===== config.mk =====
export PLATFORM = sky130hd
export DESIGN_NAME = rx_trainerror_hs
export DESIGN_NICKNAME = d
export VERILOG_FILES = /design/src/rtl/rx_trainerror_hs.sv
export SDC_FILE = /design/constraint.sdc
export NUM_CORES = 1
export LEC_CHECK = 0
export CAP_MARGIN = 30
export CORE_MARGIN = 2
export CORE_UTILIZATION = 53
export CTS_CLUSTER_DIAMETER = 200
export CTS_CLUSTER_SIZE = 10
export DETAILED_ROUTE_END_ITERATION = 6
export HOLD_SLACK_MARGIN = 0.12
export PLACE_DENSITY = 0.9
export REMOVE_ABC_BUFFERS = 1
export SLEW_MARGIN = 20
export SYNTH_ARGS = -nofsm -noshare
export SYNTH_HDL_FRONTEND = slang
export SYNTH_SLANG_ARGS = --single-unit

===== constraint.sdc =====
create_clock -name i_clk -period 1.75 [get_ports i_clk]
set_clock_uncertainty 0.2 [all_clocks]
set_input_delay 0.2625 -clock i_clk [delete_from_list [all_inputs] [get_ports i_clk]]
set_output_delay 0.2625 -clock i_clk [all_outputs]
set_load 0.02 [all_outputs]

===== src/rtl/rx_trainerror_hs.sv =====
// Responder side of the TRAINERROR sideband handshake: answers the partner's entry
// request with an entry response, defers to the transmit side, and watches for a silent partner.
module rx_trainerror_hs #(
    parameter int unsigned SB_MSG_WIDTH   = 4,
    parameter int unsigned TIMEOUT_CYCLES = 8000,
    parameter int unsigned CNT_WIDTH      = 13
) (
    input  logic                    i_clk,
    input  logic                    i_rst,
    input  logic                    i_trainerror_en,
    input  logic                    i_falling_edge_busy,
    input  logic                    i_tx_valid,
    input  logic [SB_MSG_WIDTH-1:0] i_decoded_SB_msg,
    output logic [SB_MSG_WIDTH-1:0] o_encoded_SB_msg_rx,
    output logic                    o_valid_rx,
    output logic                    o_trainerror_end_rx,
    output logic                    o_timeout
);

    typedef enum logic [2:0] {
        StIdle          = 3'd0,
        StWaitForReq    = 3'd1,
        StWaitForTxDone = 3'd2,
        StSendResp      = 3'd3,
        StTestFinished  = 3'd4
    } state_e;

    localparam logic [SB_MSG_WIDTH-1:0] MsgEntryReq  = SB_MSG_WIDTH'(15);
    localparam logic [SB_MSG_WIDTH-1:0] MsgEntryResp = SB_MSG_WIDTH'(14);
    localparam logic [CNT_WIDTH-1:0]    TermCnt      = CNT_WIDTH'(TIMEOUT_CYCLES - 1);

    state_e                  state_q, state_d;
    logic [SB_MSG_WIDTH-1:0] msg_q, msg_d;
    logic                    valid_q, valid_d;
    logic                    end_q, end_d;
    logic                    timeout_q, timeout_d;
    logic [CNT_WIDTH-1:0]    cnt_q, cnt_d;

    logic   req_seen;
    logic   busy_released;
    state_e resp_target;

    assign req_seen      = (i_decoded_SB_msg == MsgEntryReq);
    // A busy edge while the transmit side holds the sideband is not ours.
    assign busy_released = i_falling_edge_busy && !i_tx_valid;
    assign resp_target   = i_tx_valid ? StWaitForTxDone : StSendResp;

    always_comb begin
        state_d   = state_q;
        msg_d     = msg_q;
        valid_d   = valid_q;
        end_d     = end_q;
        timeout_d = timeout_q;

        unique case (state_q)
            StIdle: begin
                msg_d     = '0;
                end_d     = 1'b0;
                timeout_d = 1'b0;
                if (i_trainerror_en) begin
                    state_d = req_seen ? resp_target : StWaitForReq;
                end
            end
            StWaitForReq: begin
                if (!i_trainerror_en) begin
                    state_d = StIdle;
                end else if (req_seen) begin
                    state_d = resp_target;
                end else if (cnt_q == TermCnt) begin
                    state_d   = StTestFinished;
                    end_d     = 1'b1;
                    timeout_d = 1'b1;
                end
            end
            StWaitForTxDone: begin
                if (!i_trainerror_en) begin
                    state_d = StIdle;
                end else if (i_falling_edge_busy && i_tx_valid) begin
                    state_d = StSendResp;
                end
            end
            StSendResp: begin
                if (!i_trainerror_en) begin
                    state_d = StIdle;
                end else if (busy_released) begin
                    state_d = StTestFinished;
                    end_d   = 1'b1;
                end
            end
            StTestFinished: begin
                if (!i_trainerror_en) begin
                    state_d = StIdle;
                end
            end
            default: state_d = StIdle;
        endcase

        if (busy_released) begin
            valid_d = 1'b0;
        end
        if (state_d == StSendResp && state_q != StSendResp) begin
            msg_d   = MsgEntryResp;
            valid_d = 1'b1;
        end

        // Counter only advances while remaining in WAIT_FOR_REQ, so it never wraps.
        cnt_d = (state_q == StWaitForReq && state_d == StWaitForReq) ?
                cnt_q + CNT_WIDTH'(1) : '0;
    end

    always_ff @(posedge i_clk or posedge i_rst) begin
        if (i_rst) begin
            state_q   <= StIdle;
            msg_q     <= '0;
            valid_q   <= 1'b0;
            end_q     <= 1'b0;
            timeout_q <= 1'b0;
            cnt_q     <= '0;
        end else begin
            state_q   <= state_d;
            msg_q     <= msg_d;
            valid_q   <= valid_d;
            end_q     <= end_d;
            timeout_q <= timeout_d;
            cnt_q     <= cnt_d;
        end
    end

    assign o_encoded_SB_msg_rx = msg_q;
    assign o_valid_rx          = valid_q;
    assign o_trainerror_end_rx = end_q;
    assign o_timeout           = timeout_q;

endmodule


==> flow_summary_export.csv <==
group,metric,value,unit
grt,grt_use_met1,29.80,%
grt,grt_overflow,0,
grt,grt_max_degree,21,
setup_path,worst-path-max-fanout,3,
synthesis,synth_seq_cells,20,
final_layout,seqCellArea,500.5,sq um
setup_path,cp-end-kind,"flip-flop",
placed_design,dpl.cell_count,159,
timing,hold_viol_final,0,
grt,track_usage,24.33,%
synthesis,synth.mux.area_fraction,2.744,%
pwr,power.share.switching,27.13,%
grt,grt_pass1_vias,918,
setup_path,worstSetupPathType,"reg2reg",
setup_path,startpoint_type,"flip-flop",
final_layout,post-route-util,70.19,%
floorplan,core,0.002002,sq mm
final_layout,areaGrowthSynthToFinish,23.27,%
routing,ant_nets,0,
synthesis,synth_xor_area_share,8.452,%
pwr,p_per_area,660.3,mW/mm^2
status,status,"completed",
final_layout,final_layout_size_suffix_gt1_share,21.58,%
final_layout,multi_input_area,583.1,sq um
routing,post_drt_wl_per_cell,15.25,um
floorplan,row_count,16,
grt,grt_first_pass_wirelength,4471,um
synthesis,synthArstFlopShare,100.0,%
routing,drtPass1Iterations,4,
grt,antenna_found_initial,0,
floorplan,fp.dieH,50.38,um
synthesis,syn_area,0.001140,sq mm
clocking,cts_made_buffers,3,
final_layout,antennaDiodeCount,0,
synthesis,synthAdderAreaFrac,1.098,%
clocking,clkTransAtPathRegs,0.11,ns
clocking,root_buffer,"clkbuf_4",
pwr,vdd_drop_max,0.5179,mV
synthesis,ys_top_cells_by_area,"dfrtp_1, xnor2_1, nor2_1",
synthesis,synth_edf_count,0,
synthesis,synth_top_area_cell,"dfrtp_1",
pwr,comb_power_share,17.0,%
placed_design,hpwl,1872,um
routing,drt_wl_total,2531,um
pwr,p_leak,0.0006362,uW
final_layout,fin_cells,166,
synthesis,ys.flop_type,"dfrtp_1",
pwr,p_switching,251.7,uW
timing,setup_ws,0.07900,ns
floorplan,start_util,56.94,%
clocking,clk_path_buf_depth,2,
floorplan,die_w,50.38,um
synthesis,synthCells,114,
synthesis,synthDistinctLibCells,37,
synthesis,ys_seq_area_share,43.91,%
synthesis,avgSynthCellArea,9.999,sq um
floorplan,ios,16,
timing,drv_slew,0,
worst_hold_path,hold_start,"cnt_q[12]",
final_layout,nFillCells,150,
routing,drt_iter0_markers,19,
final_layout,nets,150,
worst_hold_path,hold_class,"reg2reg",
synthesis,synthSimpleGateAreaFrac,30.08,%
clocking,cts_tree,"yes",
grt,busiest_layer,"met2",
timing,fmax,0.5984,GHz
setup_path,r2r_start,"cnt_q[0]",
timing,finalSetupTns,0,ns
placed_design,place.gp.congestion,0.8856,
setup_path,crit_arrival,1.68,ns
floorplan,die_area,0.002538,sq mm
placed_design,portBuffers,14,
clocking,h-tree-depth,1,
pwr,pwr-share-seq,53.7,%
clocking,clkLatencyLatePin,0.31,ns
synthesis,synth_top_family_by_area,"simple AND/OR/NAND/NOR gates",
synthesis,synth_top_area_share,43.91,%
clocking,clock_sinks,20,
pwr,power.internal,676.1,uW
setup_path,setup.worst_path.start,"cnt_q[0]",
timing,rsz0062_at_grt,"false",
grt,gr-usage-met2,40.57,%
timing,setup_viol,0,
pwr,p_clk_share,29.3,%
grt,use_met3,5.952,%
run,drv_cap,0,
timing,fin_crit_sh,95.49,%
placed_design,pre_cts_ws,-0.1415,ns
timing,post-route-min-period,1.671,ns
setup_path,cp.required,1.76,ns
synthesis,synth_warnings,0,
routing,vias,922,
routing,viasPerCell,5.554,
routing,post-route-drc-count,0,
synthesis,synth-compound-area-share,8.013,%
==> critical path, stage by stage (launching register included) <==
cell and delay [ns]:
dfrtp_1 0.38, ha_2 0.23, nand3_1 0.16, nor4_2 0.37, xnor2_1 0.19, nor2_2 0.04
==> power groups by stage <==
stage | Clock (uW) | Combinational [uW] | Sequential [uW]
after floorplan | 0 | 69.0 | 516
after global placement | 0 | 144 | 507
after detailed placement | 0 | 153 | 509
after CTS | 279 | 149 | 499
after global routing | 295 | 173 | 500
final | 272 | 158 | 498
==> state kept, by name, indices dropped and copies added, names as in the netlist <==
name,cells
cnt_q,13
o_encoded_SB_msg_rx,1
o_timeout,1
o_valid_rx,1
state_q,3
o_trainerror_end_rx,1
==> routing by layer <==
layer | up-vias | wire length, um
met1 | 442 | 1030
met4 | 0 | 59
met2 | 28 | 1329
met5 | - | 0
li1 | 445 | -
met3 | 7 | 111
==> layout make-up <==
type	instances	share of cell area (%)
multi-input combinational	83	41.50
sequential	20	35.62
timing repair buffer	27	16.56
clock buffer	4	2.582
tap	27	2.404
inverter	5	1.336
==> cell usage after synthesis, types with 2 or more instances <==
master,number
a21oi_1,2
and3_1,2
buf_4,3
dfrtp_1,20
inv_1,5
mux2i_1,2
nand2_1,8
nand3_1,6
nand4_1,3
nand4_4,2
nor2_1,16
nor2_2,3
nor2b_1,4
nor3b_1,2
nor4_2,2
o21ai_0,2
o21ai_1,2
o31ai_1,2
xnor2_1,7
xor2_1,4
==> per-stage QoR <==
stage / cell area, sq um / hold WS (ns) / total power (uW)
after CTS: 1385 / 0.3209 / 927.9
after global placement: 1346 / 0.2990 / 651.1
after floorplan: 1097 / 0.02633 / 584.5
final: 1405 / 0.3675 / 927.8
after global routing: 1405 / 0.3876 / 968.1
after detailed placement: 1346 / 0.3038 / 661.9
==> cell usage in the layout (no fill, tap or decap), drive strengths merged <==
cell type | synthesis | routed
inv | 5 | 5
dlygate4sd3 | 0 | 1
o31a | 1 | 1
nor3b | 2 | 2
conb | 1 | 1
clkdlybuf4s50 | 0 | 8
xnor2 | 7 | 7
nand3 | 6 | 6
o31ai | 2 | 2
nor2b | 4 | 4
nand2 | 8 | 8
dfrtp | 20 | 20
nand2b | 1 | 1
nor3 | 1 | 1
xor2 | 4 | 4
o22ai | 1 | 1
o32a | 1 | 1
a21oi | 2 | 2
buf | 6 | 12
and3 | 2 | 2
nand4 | 6 | 6
and4 | 2 | 2
nor4 | 3 | 3
mux2 | 1 | 1
mux2i | 2 | 2
ha | 1 | 1
nor2 | 19 | 19
o21ai | 4 | 4
a41oi | 1 | 1
dlygate4sd2 | 0 | 6
clkbuf | 0 | 4
a211oi | 1 | 1
==> worst paths after layout <==
| check | slack (ns) | cells after the start | endpoint |
|---|---|---|---|
| worst min-delay path | 0.37 | 2 | cnt_q[12] |
| worst min register to register | 0.37 | 2 | cnt_q[12] |
| worst max-delay path | 0.08 | 5 | cnt_q[12] |
| max in group asynchronous | 0.52 | 4 | cnt_q[11] |
| worst max register to register | 0.08 | 5 | cnt_q[12] |
| min in group asynchronous | 0.63 | 4 | o_trainerror_end_rx |
==> what timing repair did <==
item	4_1_cts	5_1_grt
hold endpoints to repair	20	0
gates resized for setup	6	2
hold buffers	1	0
cloned	0	0
buffers inserted	0	2
setup endpoints to repair	6	2
pin swaps	0	1
==> logic make-up (layout without fill, tap and decap cells) <==
family          count (synthesis)  count (layout)
buf+inv                        11              36
mux                             3               3
flops                          20              20
fa+ha+maj                       1               1
compound gates                 13              13
other cells                     1               1
xor+xnor                       11              11
simple gates                   54              54
Power figures use the tool's default switching activity.
